$ cat config.mk
export PLATFORM = sky130hd
export DESIGN_NAME = uart_rx_8n1_sampler
export DESIGN_NICKNAME = d
export VERILOG_FILES = /design/src/rtl/uart_rx_8n1_sampler.sv
export SDC_FILE = /design/constraint.sdc
export NUM_CORES = 1
export LEC_CHECK = 0
export BUFFER_PORTS_ARGS = -buffer_cell sky130_fd_sc_hd__buf_4
export CORE_ASPECT_RATIO = 0.7
export CORE_MARGIN = 4
export CORE_UTILIZATION = 60
export DETAILED_ROUTE_END_ITERATION = 12
export GPL_TIMING_DRIVEN = 0
export PLACE_DENSITY = 0.78
export SETUP_SLACK_MARGIN = 0.3
export SLEW_MARGIN = 25
export SYNTH_ARGS = -nofsm -noshare
export SYNTH_HDL_FRONTEND = slang
export SYNTH_SLANG_ARGS = --single-unit
$ cat constraint.sdc
create_clock -name clk -period 4.1 [get_ports clk]
set_clock_uncertainty 0.05 [all_clocks]
set_input_delay 0 -clock clk [delete_from_list [all_inputs] [get_ports clk]]
set_output_delay 0 -clock clk [all_outputs]
set_load 0.02 [all_outputs]
$ cat src/rtl/uart_rx_8n1_sampler.sv
// rtl/uart_rx_8n1_sampler.sv - 8N1 UART receiver, 16x oversampled, valid/ready output with sticky overrun
module uart_rx_8n1_sampler #(
   parameter int CLK_HZ = 12_000_000,
   parameter int BAUD   = 9600
) (
   input  logic       clk,
   input  logic       rst_n,
   input  logic       uart_rx,
   output logic [7:0] rx_data,
   output logic       rx_valid,
   input  logic       rx_ready,
   output logic       frame_err,
   output logic       overrun
);

   localparam int OVERSAMPLE = 16;
   localparam int DIV        = CLK_HZ / (BAUD * OVERSAMPLE);
   localparam int CW         = (DIV > 1) ? $clog2(DIV) : 1;
   localparam logic [CW-1:0] DIV_M1 = CW'(DIV - 1);

   typedef enum logic [2:0] {
      S_IDLE  = 3'd0,
      S_START = 3'd1,
      S_DATA  = 3'd2,
      S_STOP  = 3'd3,
      S_BREAK = 3'd4
   } state_t;

   state_t        state_q, state_d;
   logic          sync1_q, sync1_d;
   logic          sync2_q, sync2_d;
   logic [CW-1:0] tick_cnt_q, tick_cnt_d;
   logic [3:0]    s_q, s_d;
   logic [2:0]    b_q, b_d;
   logic [7:0]    shreg_q, shreg_d;
   logic [7:0]    rx_data_q, rx_data_d;
   logic          rx_valid_q, rx_valid_d;
   logic          frame_err_q, frame_err_d;
   logic          overrun_q, overrun_d;
   logic          rxs;
   logic          tick;
   logic          deliver;
   logic          accept;

   assign rxs       = sync2_q;
   assign tick      = (tick_cnt_q == DIV_M1);
   assign accept    = rx_valid_q & rx_ready;
   assign rx_data   = rx_data_q;
   assign rx_valid  = rx_valid_q;
   assign frame_err = frame_err_q;
   assign overrun   = overrun_q;

   // Next-state logic: synchronizer, sample tick, frame FSM and output handshake
   always_comb begin
      state_d     = state_q;
      sync1_d     = uart_rx;
      sync2_d     = sync1_q;
      tick_cnt_d  = tick ? '0 : tick_cnt_q + CW'(1);
      s_d         = s_q;
      b_d         = b_q;
      shreg_d     = shreg_q;
      rx_data_d   = rx_data_q;
      rx_valid_d  = rx_valid_q;
      frame_err_d = 1'b0;
      overrun_d   = overrun_q;
      deliver     = 1'b0;

      case (state_q)
         S_IDLE: begin
            if (!rxs) begin
               // Realign sample phase to the detected start edge
               state_d    = S_START;
               s_d        = 4'd0;
               tick_cnt_d = '0;
            end
         end
         S_START: begin
            if (tick) begin
               if (s_q == 4'd7) begin
                  if (rxs) begin
                     state_d = S_IDLE;
                  end else begin
                     state_d = S_DATA;
                     s_d     = 4'd0;
                     b_d     = 3'd0;
                  end
               end else begin
                  s_d = s_q + 4'd1;
               end
            end
         end
         S_DATA: begin
            if (tick) begin
               s_d = s_q + 4'd1;
               if (s_q == 4'd15) begin
                  shreg_d[b_q] = rxs;
                  if (b_q == 3'd7) state_d = S_STOP;
                  else             b_d     = b_q + 3'd1;
               end
            end
         end
         S_STOP: begin
            if (tick) begin
               s_d = s_q + 4'd1;
               if (s_q == 4'd15) begin
                  if (rxs) begin
                     deliver = 1'b1;
                     state_d = S_IDLE;
                  end else begin
                     frame_err_d = 1'b1;
                     state_d     = S_BREAK;
                  end
               end
            end
         end
         S_BREAK: begin
            if (rxs) state_d = S_IDLE;
         end
         default: state_d = S_IDLE;
      endcase

      if (accept) begin
         rx_valid_d = 1'b0;
         overrun_d  = 1'b0;
      end
      if (deliver) begin
         if (!rx_valid_q || accept) begin
            rx_data_d  = shreg_q;
            rx_valid_d = 1'b1;
         end else begin
            overrun_d = 1'b1;
         end
      end
   end

   // State registers with synchronous active-low reset; synchronizer resets to idle-high
   always_ff @(posedge clk) begin
      if (!rst_n) begin
         state_q     <= S_IDLE;
         sync1_q     <= 1'b1;
         sync2_q     <= 1'b1;
         tick_cnt_q  <= '0;
         s_q         <= 4'd0;
         b_q         <= 3'd0;
         shreg_q     <= 8'd0;
         rx_data_q   <= 8'd0;
         rx_valid_q  <= 1'b0;
         frame_err_q <= 1'b0;
         overrun_q   <= 1'b0;
      end else begin
         state_q     <= state_d;
         sync1_q     <= sync1_d;
         sync2_q     <= sync2_d;
         tick_cnt_q  <= tick_cnt_d;
         s_q         <= s_d;
         b_q         <= b_d;
         shreg_q     <= shreg_d;
         rx_data_q   <= rx_data_d;
         rx_valid_q  <= rx_valid_d;
         frame_err_q <= frame_err_d;
         overrun_q   <= overrun_d;
      end
   end

endmodule

==> results of run 1 <==
[cell usage after synthesis, drive strengths merged (2+ instances only)]
| cell type | n |
|---|---|
| a21oi | 3 |
| a31oi | 3 |
| and4 | 2 |
| buf | 4 |
| clkbuf | 7 |
| dfxtp | 38 |
| ha | 5 |
| inv | 4 |
| mux2i | 19 |
| nand2 | 31 |
| nand2b | 8 |
| nand3 | 6 |
| nand3b | 3 |
| nand4 | 6 |
| nor2 | 18 |
| nor2b | 2 |
| nor3 | 5 |
| nor4bb | 3 |
| o21a | 2 |
| o22ai | 4 |
| or4 | 3 |
| xnor2 | 2 |
| xor2 | 4 |
[layer usage]
metal / share of wire (%) / vias up
met3: 6.1 / 7
met2: 42 / 49
met5: 0 / -
li1: - / 739
met1: 50 / 682
met4: 1.3 / 0
[report_power, final]
| group | leakage [nW] | switching (mW) | internal [mW] | total, mW |
|---|---|---|---|---|
| registers | 0.307 | 0.00396 | 0.373 | 0.377 |
| logic | 0.467 | 0.0181 | 0.0109 | 0.0290 |
| clock network | 0.0383 | 0.119 | 0.117 | 0.236 |
| total | 0.813 | 0.141 | 0.501 | 0.642 |
[final cells by class]
type / instances / area [sq um]
Buffer: 11 / 52.6
Clock buffer: 7 / 76.3
Fill cell: 228 / 793
Inverter: 4 / 15.0
Multi-Input combinational cell: 144 / 952
Sequential cell: 38 / 761
Tap cell: 36 / 45.0
Timing Repair Buffer: 16 / 128
[sequential cells by signal (all words and copies together) (netlist names), 3 cells and up]
register,count
b_q,3
rx_data,8
s_q,4
shreg_q,8
state_q,3
tick_cnt_q,7
[per-stage QoR]
stage / worst slack [ns] / total power [mW] / util [%]
3_5_place_dp: 2.26 / 0.412 / 68.1
3_3_place_gp: 2.31 / 0.410 / 68.1
5_1_grt: 2.12 / 0.666 / 71.9
2_1_floorplan: 2.42 / 0.403 / -
6_report: 2.25 / 0.642 / 71.9
4_1_cts: 2.25 / 0.648 / 71.9
[worst paths after layout]
path                            start                  end
max reg2reg  tick_cnt_q[0]$_SDFF_PN0_  s_q[2]$_SDFFE_PN0P_
min reg2reg        sync1_q$_SDFF_PN1_       rxs$_SDFF_PN1_
max          tick_cnt_q[0]$_SDFF_PN0_  s_q[2]$_SDFFE_PN0P_
min                sync1_q$_SDFF_PN1_       rxs$_SDFF_PN1_
[logic make-up (layout without fill, tap and decap cells)]
logic type | after synthesis | in the layout
and+or+nand+nor | 97 | 97
DFF | 38 | 38
muxes | 19 | 19
AOI/OAI and AO/OA | 17 | 17
buffers and inverters | 15 | 38
xor gates and xnor gates | 6 | 6
adders and majority gates | 5 | 5
==> impl_results.md, run 1 <==
- Netlist Area Pre-Place: 1780 sq um
- Detailed-router iteration count before antenna repair: 4
- Hold Crit Depth: 1
- Clock Latency Late Sink: 0.28 ns
- Final TNS setup: 0 ns
- Grt ovf: 0
- Final setup violating endpoints: 0
- Max-slew violation count: 0
- CP startpoint kind: flop
- Hpwl dp: 2.75 mm
- FFs w/ async S/R, synth: 0%
- Post-CTS Setup Inserts: 0
- CP max stage cell: or4_4
- Vias in the first global route: 1415
- Chip Height: 53.6 um
- Port Buffers: 13
- Most used DFF post-synth: dfxtp_1
- Final Hold Viols: 0
- CTS sink count: 38
- Core Footprint: 2820 sq um
- Crit end category: flop
- Placed insts: 246
- Worst vdd ir: 253 uV
- Crit path buf inv count: 0
- CTS buffer count: 5
- Post-Synth Adder-Cell Area: 3.51%
- Vias/cell: 5.77
- Largest net degree at the start of global routing: 11
- RePlAce Congestion: 0.947
- WP data required: 4.27 ns
- Starting Density: 63.1%
- # rows: 16
- Max incr delay on CP: 0.56 ns
- Synth warn: 0
- Routed WL: 3.72 mm
- Avg Inst Size Synth: 9.04 sq um
- CP max FO: 6
- Simple-gate share of the synthesized area: 29.9%
- Commonest non-fill, non-tap cells in the layout: dfxtp_1, nand2_1, mux2i_1
- Crit path depth: 5
- Residual DRC: 0
- CP Class: flop to flop
- Area growth syn-to-layout: 14.0%
- Met1 Use GR: 29.1%
- Critical Path AT: 2.02 ns
- GR Layer Usage met2: 32.0%
- Post-synth top area cell: dfxtp_1
- Reg clk slew, reported paths: 0.07 ns
- Mux contribution to synthesized area: 10.7%
- Post-Synthesis Cells: 197
- Post-synth EDFFs: 0
- Via count: 1477
- Initial antenna violation count: 0
- Relative max-transition margin: 65.7%
- Main combinational cell family by area after synthesis: simple AND/OR/NAND/NOR gates
- H-tree depth: 2
- ANT nets after route: 0
- Maximum clock path buffer count: 2
- Layout cells sized above 1: 11.8%
- R2R setup slack: 2.25 ns
- #FFs+latches synth: 38
- DR iter-0 viols: 71
- Crit path time final: 1.85 ns
- Fmax: 541 MHz
- PD cells: 316 nW/um^2
- RSZ-0062 raised after global routing: no
- All-layer global routing usage: 21.7%
- Clock Tree Root: clkbuf_8
- TritonCTS clock tree: done
- Compound-Gate Fraction of Synth Area: 6.47%
- Fin area: 2030 sq um
- Area fraction of the dominant cell type after synthesis: 42.7%
- R2R depth: 5
- Leakage: 0.813 nW
- Number of top-level pins: 15
- # resized after CTS: 0
- ANT cells: 0
- Crit path cell chain: ha_1 -> and4bb_4 -> nand2_4 -> or4_4 -> o22ai_1
- Yosys cell types: 42
- Final #Nets: 229
- Synth Area in XOR/XNOR: 2.95%
- Seq/Total Area, Yosys: 42.7%
- Routed WL per cell: 14.5 um
- CP top delay family: simple AND/OR/NAND/NOR gates
- Synth area leaders: dfxtp_1, mux2i_1, nand2_1, nor2_1, ha_1
- Status: finished, final reports clean
- Max-Cap Viols: 0
- Worst hold slack: 0.364 ns
- Placement Cell Area: 1920 sq um
- Die Width: 73.1 um
- Slew @ Worst Pin: 0.515 ns
- Fin crit share: 45.1%
- Post-cts hold buffer count: 3
- Commonest non-fill, non-tap cell in the layout: dfxtp_1
- Syn nets: 206
- Finished Layout Cells: 256
- Met3 GRT Util: 8.96%
- DIE AREA: 3920 sq um
- First-pass GRT wire length: 6.40 mm
- Gr busiest metal: met2
- Worst min-delay path class: flop to flop
Power figures use the tool's default switching activity.
==> run 2: changes to the inputs <==
--- a/config.mk
+++ b/config.mk
@@ -5,13 +5,14 @@
 export SDC_FILE = /design/constraint.sdc
 export NUM_CORES = 1
 export LEC_CHECK = 0
+export ABC_AREA = 1
 export BUFFER_PORTS_ARGS = -buffer_cell sky130_fd_sc_hd__buf_4
 export CORE_ASPECT_RATIO = 0.7
 export CORE_MARGIN = 4
-export CORE_UTILIZATION = 60
+export CORE_UTILIZATION = 53
 export DETAILED_ROUTE_END_ITERATION = 12
 export GPL_TIMING_DRIVEN = 0
-export PLACE_DENSITY = 0.78
+export PLACE_DENSITY = 0.73
 export SETUP_SLACK_MARGIN = 0.3
 export SLEW_MARGIN = 25
 export SYNTH_ARGS = -nofsm -noshare
==> constraint.sdc (replaced) <==
create_clock -name clk -period 1.5 [get_ports clk]
set_clock_uncertainty 0.05 [all_clocks]
set_input_delay 0 -clock clk [delete_from_list [all_inputs] [get_ports clk]]
set_output_delay 0 -clock clk [all_outputs]
set_load 0.02 [all_outputs]
==> run 2 against run 1 <==
  * The flow now finishes with violations (negative setup slack)
  * Register-to-register slack worse by 2.3 ns
  * Fmax increased by 19%
  * Clock power grew to 3.6 times the previous value
  * Die area is 18% higher
  * Via count grew 18%
  * Synthesized cell count rose by 35%
  * Sequential share of layout area down 6.8 points
  * Utilization rose by 5.9 points
  * Critical path type unchanged
  * Highest routed layer unchanged
==> impl_results.md, run 2 <==
- Worst min-delay path class: flop to flop
- Worst setup path endpoint: rx_data[6]$_SDFFE_PN0P_
- Synth warn: 0
- Seq/Total Area, Yosys: 40.2%
- Max-slew violation count: 0
- PnR Total Power: 3.74 mW
- ANT nets after route: 0
- Count leader, synth: nand2_1
- Crit path launch: tick_cnt_q[1]$_SDFF_PN0_
- Final TNS setup: -0.386 ns
- #FFs+latches synth: 38
- PD cells: 1460 nW/um^2
- Relative max-transition margin: 70.5%
- DR iter-0 viols: 100
- Slew @ Worst Pin: 0.443 ns
- Post-synth EDFFs: 0
- Clock Tree Root: clkbuf_8
- Critical Path AT: 1.68 ns
- Worst vdd ir: 1230 uV
- Chip Height: 58.0 um
- Vias/cell: 4.93
- RePlAce Congestion: 0.859
- # rows: 17
- Commonest non-fill, non-tap cell in the layout: nand2_1
- Number of top-level pins: 15
- Final Hold Viols: 0
- Netlist Area Pre-Place: 1890 sq um
- Reg-to-reg critical path endpoint: rx_data[6]$_SDFFE_PN0P_
- Fillers: 237
- Port Buffers: 14
- Max incr delay on CP: 0.33 ns
- Fin crit share: 103%
- CP startpoint kind: flop
- Final #Nets: 313
- TritonCTS clock tree: done
- Crit path cell chain: inv_2 -> ha_4 -> nand2_2 -> inv_2 -> nand3_4 -> nor2_4 -> nand4_4 -> inv_1 -> a21oi_1
- Routed WL: 4.26 mm
- Detailed-router iteration count before antenna repair: 4
- Residual DRC: 0
- Status: complete, but fails checks
- Layout cells sized above 1: 39.7%
- Reg clk slew, reported paths: 0.08 ns
- DIE AREA: 4610 sq um
- Syn nets: 274
- ANT cells: 0
- Leakage: 1.14 nW
- WP data required: 1.63 ns
- Yosys cell types: 32
- Maximum clock path buffer count: 2
- RSZ-0062 raised after global routing: yes
- R2R depth: 9
- Vias in the first global route: 1635
- Fmax: 645 MHz
- Synth area leaders: dfxtp_1, nand2_1, nor2_1, inv_1, a21oi_1
- Failing checks: negative setup slack
- Via count: 1737
- Crit end category: flop
- Routed WL per cell: 12.1 um
- Hpwl dp: 2.78 mm
- Crit path time final: 1.55 ns
- FFs w/ async S/R, synth: 0%
- Fin worst setup slack: -0.0515 ns
- R2R setup slack: -0.05 ns
- Avg Inst Size Synth: 7.15 sq um
- Most used DFF post-synth: dfxtp_1
- Multi-input gate area in the final layout: 1160 sq um
- CTS sink count: 38
- CTS buffer count: 5
- Initial antenna violation count: 0
- CP max stage cell: dfxtp_2
- Most frequent CP cell: inv_2
- Starting Density: 57.5%
- Most frequent cells after synthesis: nand2_1, dfxtp_1, nor2_1
- Area growth syn-to-layout: 35.5%
- All-layer global routing usage: 19.9%
- H-tree depth: 2
- Core Footprint: 3300 sq um
- Clock Latency Late Sink: 0.29 ns
- CP Class: flop to flop
- Reg2reg start: tick_cnt_q[1]$_SDFF_PN0_
- Commonest non-fill, non-tap cells in the layout: nand2_1, inv_1, dfxtp_1
- FF/Latch Area: 787 sq um
- Post-Synthesis Cells: 265
- Max-Cap Viols: 0
- Largest net degree at the start of global routing: 13
- Die Width: 79.5 um
- Grt ovf: 0
- Post-synth top area cell: dfxtp_1
- First-pass GRT wire length: 7.21 mm
- Area fraction of the dominant cell type after synthesis: 40.2%
- CP max FO: 6
- Final setup violating endpoints: 10
-- run 2: cell types whose count changed in the layout (fill, tap and decap cells not counted), moves of 8 or more --
cell	previous run	this run
a21oi_2	0	9
buf_4	13	25
clkbuf_1	9	1
dfxtp_1	38	29
inv_1	4	29
inv_2	0	10
mux2i_1	19	0
nand2_1	30	50
nand2_2	0	12
nand2b_1	8	0
nor2_1	18	28
nor2_2	0	8
nor2_4	0	8
-- run 2: stage by stage --
step	hold WS, ns	worst slack, ns	area [sq um]	cells	utilization, %
2_1_floorplan	0.0566	0.145	1960	265	-
3_3_place_gp	0.140	-0.00427	2130	326	64.5
3_5_place_dp	0.140	-0.0252	2130	326	64.5
4_1_cts	0.365	0.0542	2440	350	74.0
5_1_grt	0.387	-0.156	2570	352	77.8
6_report	0.364	-0.0515	2570	352	77.8
-- run 2: kinds of logic after synthesis --
| family | synth area share, % |
|---|---|
| AO/OA/AOI/OAI | 11.2 |
| AND/OR/NAND/NOR | 34.2 |
| flip-flops | 40.2 |
| adder cells (fa/ha/maj) | 3.30 |
| XOR/XNOR | 1.39 |
| buffers and inverters | 9.71 |
-- run 2: layer usage --
metal  track usage, %  part of all wire (%)
met4             6.86                   1.0
met5                0                     0
met2             29.6                    43
met1             28.2                    54
met3             4.66                   2.8
-- run 2: where the power goes --
part / switching (mW) / leakage [nW] / internal [mW]
Clock: 0.361 / 0.0579 / 0.489
Combinational: 0.962 / 0.770 / 0.652
Sequential: 0.144 / 0.313 / 1.13
Total: 1.47 / 1.14 / 2.28
-- run 2: how the worst min path moves through the flow --
stage | startpoint | end | slack (ns) | cells after the start
after CTS | sync1_q$_SDFF_PN1_ | rxs$_SDFF_PN1_ | 0.37 | 1
after detailed placement | uart_rx | sync1_q$_SDFF_PN1_ | 0.14 | 2
after global placement | uart_rx | sync1_q$_SDFF_PN1_ | 0.14 | 2
final | sync1_q$_SDFF_PN1_ | rxs$_SDFF_PN1_ | 0.36 | 1
after floorplan | uart_rx | sync1_q$_SDFF_PN1_ | 0.06 | 1
after global routing | sync1_q$_SDFF_PN1_ | rxs$_SDFF_PN1_ | 0.39 | 1
-- run 2: critical path: cells and delay by family (launching register included) --
family,cells,cell delay (ns)
adder cells (fa/ha/maj),1,0.12
AO/OA/AOI/OAI,1,0.10
buffers and inverters,3,0.36
flip-flops,1,0.33
AND/OR/NAND/NOR,4,0.46
-- run 2: area by class of cell --
class                      count  share of cell area (%)
tap                           47                    2.29
sequential                    38                    30.7
buffer                         5                    1.17
inverter                      41                    6.19
clock inverter                 3                    1.56
multi-input combinational    181                    45.2
clock buffer                   5                    2.68
timing repair buffer          32                    10.2
-- run 2: what timing repair did --
action                     4_1_cts  5_1_grt
setup buffers                   13        1
hold endpoints to repair         4        0
resized for setup               25       33
hold buffers                     3        0
cloned                           0        1
pin swaps                       17       20
setup endpoints to repair       36       36
==> run 3: changes to the inputs <==
--- a/config.mk
+++ b/config.mk
@@ -5,14 +5,14 @@
 export SDC_FILE = /design/constraint.sdc
 export NUM_CORES = 1
 export LEC_CHECK = 0
-export ABC_AREA = 1
+export ABC_AREA = 0
 export BUFFER_PORTS_ARGS = -buffer_cell sky130_fd_sc_hd__buf_4
 export CORE_ASPECT_RATIO = 0.7
-export CORE_MARGIN = 4
-export CORE_UTILIZATION = 53
+export CORE_UTILIZATION = 55
+export CTS_BUF_LIST = sky130_fd_sc_hd__clkbuf_8
 export DETAILED_ROUTE_END_ITERATION = 12
 export GPL_TIMING_DRIVEN = 0
-export PLACE_DENSITY = 0.73
+export PLACE_DENSITY = 0.75
 export SETUP_SLACK_MARGIN = 0.3
 export SLEW_MARGIN = 25
 export SYNTH_ARGS = -nofsm -noshare
==> run 3 against run 2 <==
  * Utilization shrank 1.5 points
  * Critical path depth shrank 3
  * Power down 50%
  * Clock-buffer cell count up 1
  * First-iteration DRC count increased by 48%
  * Sequential power down 20%
  * Register-to-register slack lost 0.09 ns
  * Setup slack got worse by 0.094 ns
  * Via count decreased by 13%
  * The run still ends with negative setup slack left
  * Critical path type unchanged
  * Cell area fell by 12%
  * Final cell count fell by 26%
  * Die area fell by 25%
==> impl_results.md, run 3 (synthesis results as in run 1) <==
- Starting Density: 60.5%
- # rows: 16
- Post-Route Utilization: 76.3%
- Placed insts: 246
- Routed WL: 4.06 mm
- CP startpoint kind: flop
- Clock Latency Late Sink: 0.30 ns
- Worst min-delay path class: input pin to flop
- Finished Layout Cells: 261
- CP max FO: 4
- Gr busiest metal: met2
- Final TNS setup: -1.63 ns
- Vias in the first global route: 1361
- Area growth syn-to-layout: 26.1%
- Final setup violating endpoints: 23
- Residual DRC: 0
- Max-Cap Viols: 0
- Maximum clock path buffer count: 2
- Fin worst setup slack: -0.145 ns
- TritonCTS clock tree: done
- Commonest non-fill, non-tap cells in the layout: dfxtp_1, nand2_1, mux2i_1, buf_4, nor2_1
- CP Class: flop to flop
- Layout cells sized above 1: 29.3%
- RePlAce Congestion: 0.853
- Fillers: 211
- Leakage: 0.896 nW
- Relative max-transition margin: 67.0%
- Fmax: 608 MHz
- H-tree depth: 2
- Largest net degree at the start of global routing: 12
- Initial antenna violation count: 0
- First-pass GRT wire length: 6.73 mm
- All-layer global routing usage: 25.5%
- Critical Path AT: 1.82 ns
- DIE AREA: 3470 sq um
- Final Hold Viols: 0
- Via count: 1511
- Number of top-level pins: 15
- Crit end category: flop
- Die Width: 70.0 um
- Failing checks: negative setup slack
- R2R setup slack: -0.15 ns
- CTS buffer count: 5
- PnR Total Power: 1.86 mW
- Clock Tree Root: clkbuf_8
- Vias/cell: 5.79
- Commonest non-fill, non-tap cell in the layout: dfxtp_1
- Pre-CTS setup slack: -0.240 ns
- Crit path time final: 1.65 ns
- Max-slew violation count: 0
- GR Layer Usage met2: 37.3%
- Hpwl dp: 2.72 mm
- RSZ-0062 raised after global routing: yes
- DR iter-0 viols: 148
- Reg clk slew, reported paths: 0.08 ns
- CTS sink count: 38
- ANT cells: 0
- Routed WL per cell: 15.5 um
- Port Buffers: 13
- Met3 GRT Util: 6.13%
- Worst vdd ir: 657 uV
- Slew @ Worst Pin: 0.489 ns
- Met1 Use GR: 35.4%
- Chip Height: 49.6 um
- Fin crit share: 110%
- Final #Nets: 233
- PD cells: 827 nW/um^2
- ANT nets after route: 0
- Status: complete, but fails checks
- WP data required: 1.67 ns
- Grt ovf: 0
- Detailed-router iteration count before antenna repair: 4
- Core Footprint: 2940 sq um
## run 3: timing repair
item / 4_1_cts / 5_1_grt
hold endpoints to repair: 3 / 0
hold buffers: 2 / 0
buffers inserted: 4 / 1
gates resized for setup: 20 / 14
setup endpoints to repair: 36 / 36
pin swaps: 7 / 5
## run 3: routing by layer
layer	up-vias	wire length, um
li1	750	-
met2	59	1750
met5	-	0
met3	9	289
met4	0	76
met1	693	1940
## run 3: area by class of cell
cell class / instances / area [sq um] / area share, %
Sequential cell: 38 / 774 / 34.5
Timing Repair Buffer: 20 / 155 / 6.91
Inverter: 4 / 15.0 / 0.669
Clock buffer: 6 / 82.6 / 3.68
Tap cell: 36 / 45.0 / 2.01
Multi-Input combinational cell: 144 / 1090 / 48.7
Buffer: 11 / 71.3 / 3.18
Clock inverter: 2 / 8.76 / 0.390
## run 3: worst paths after layout
kind                                               start  depth (start not counted)                  end
worst max-delay path            tick_cnt_q[1]$_SDFF_PN0_                          6  s_q[0]$_SDFFE_PN0P_
worst min-delay path                               rst_n                          2       rxs$_SDFF_PN1_
worst max register to register  tick_cnt_q[1]$_SDFF_PN0_                          6  s_q[0]$_SDFFE_PN0P_
worst min register to register        sync1_q$_SDFF_PN1_                          1       rxs$_SDFF_PN1_
## run 3: metrics by stage
stage	area (sq um)	hold slack, ns
CTS	2180	0.0280
floorplan	1820	0.0515
finish	2250	0.0347
detailed placement	1960	0.136
global placement	1960	0.135
global route	2250	0.0623
## run 3: worst max-delay path, stage by stage (launching register included)
cell and delay (ns):
dfxtp_2 0.32, inv_2 0.05, ha_4 0.14, and4bb_4 0.27
nand2_4 0.06, or4_4 0.52, o22ai_2 0.16
## run 3: where the power goes
| part | leakage, nW | internal [mW] | switching (mW) |
|---|---|---|---|
| Combinational | 0.532 | 0.0436 | 0.0625 |
| Sequential | 0.311 | 1.02 | 0.00876 |
| Clock | 0.0524 | 0.364 | 0.361 |
| Total | 0.896 | 1.42 | 0.432 |
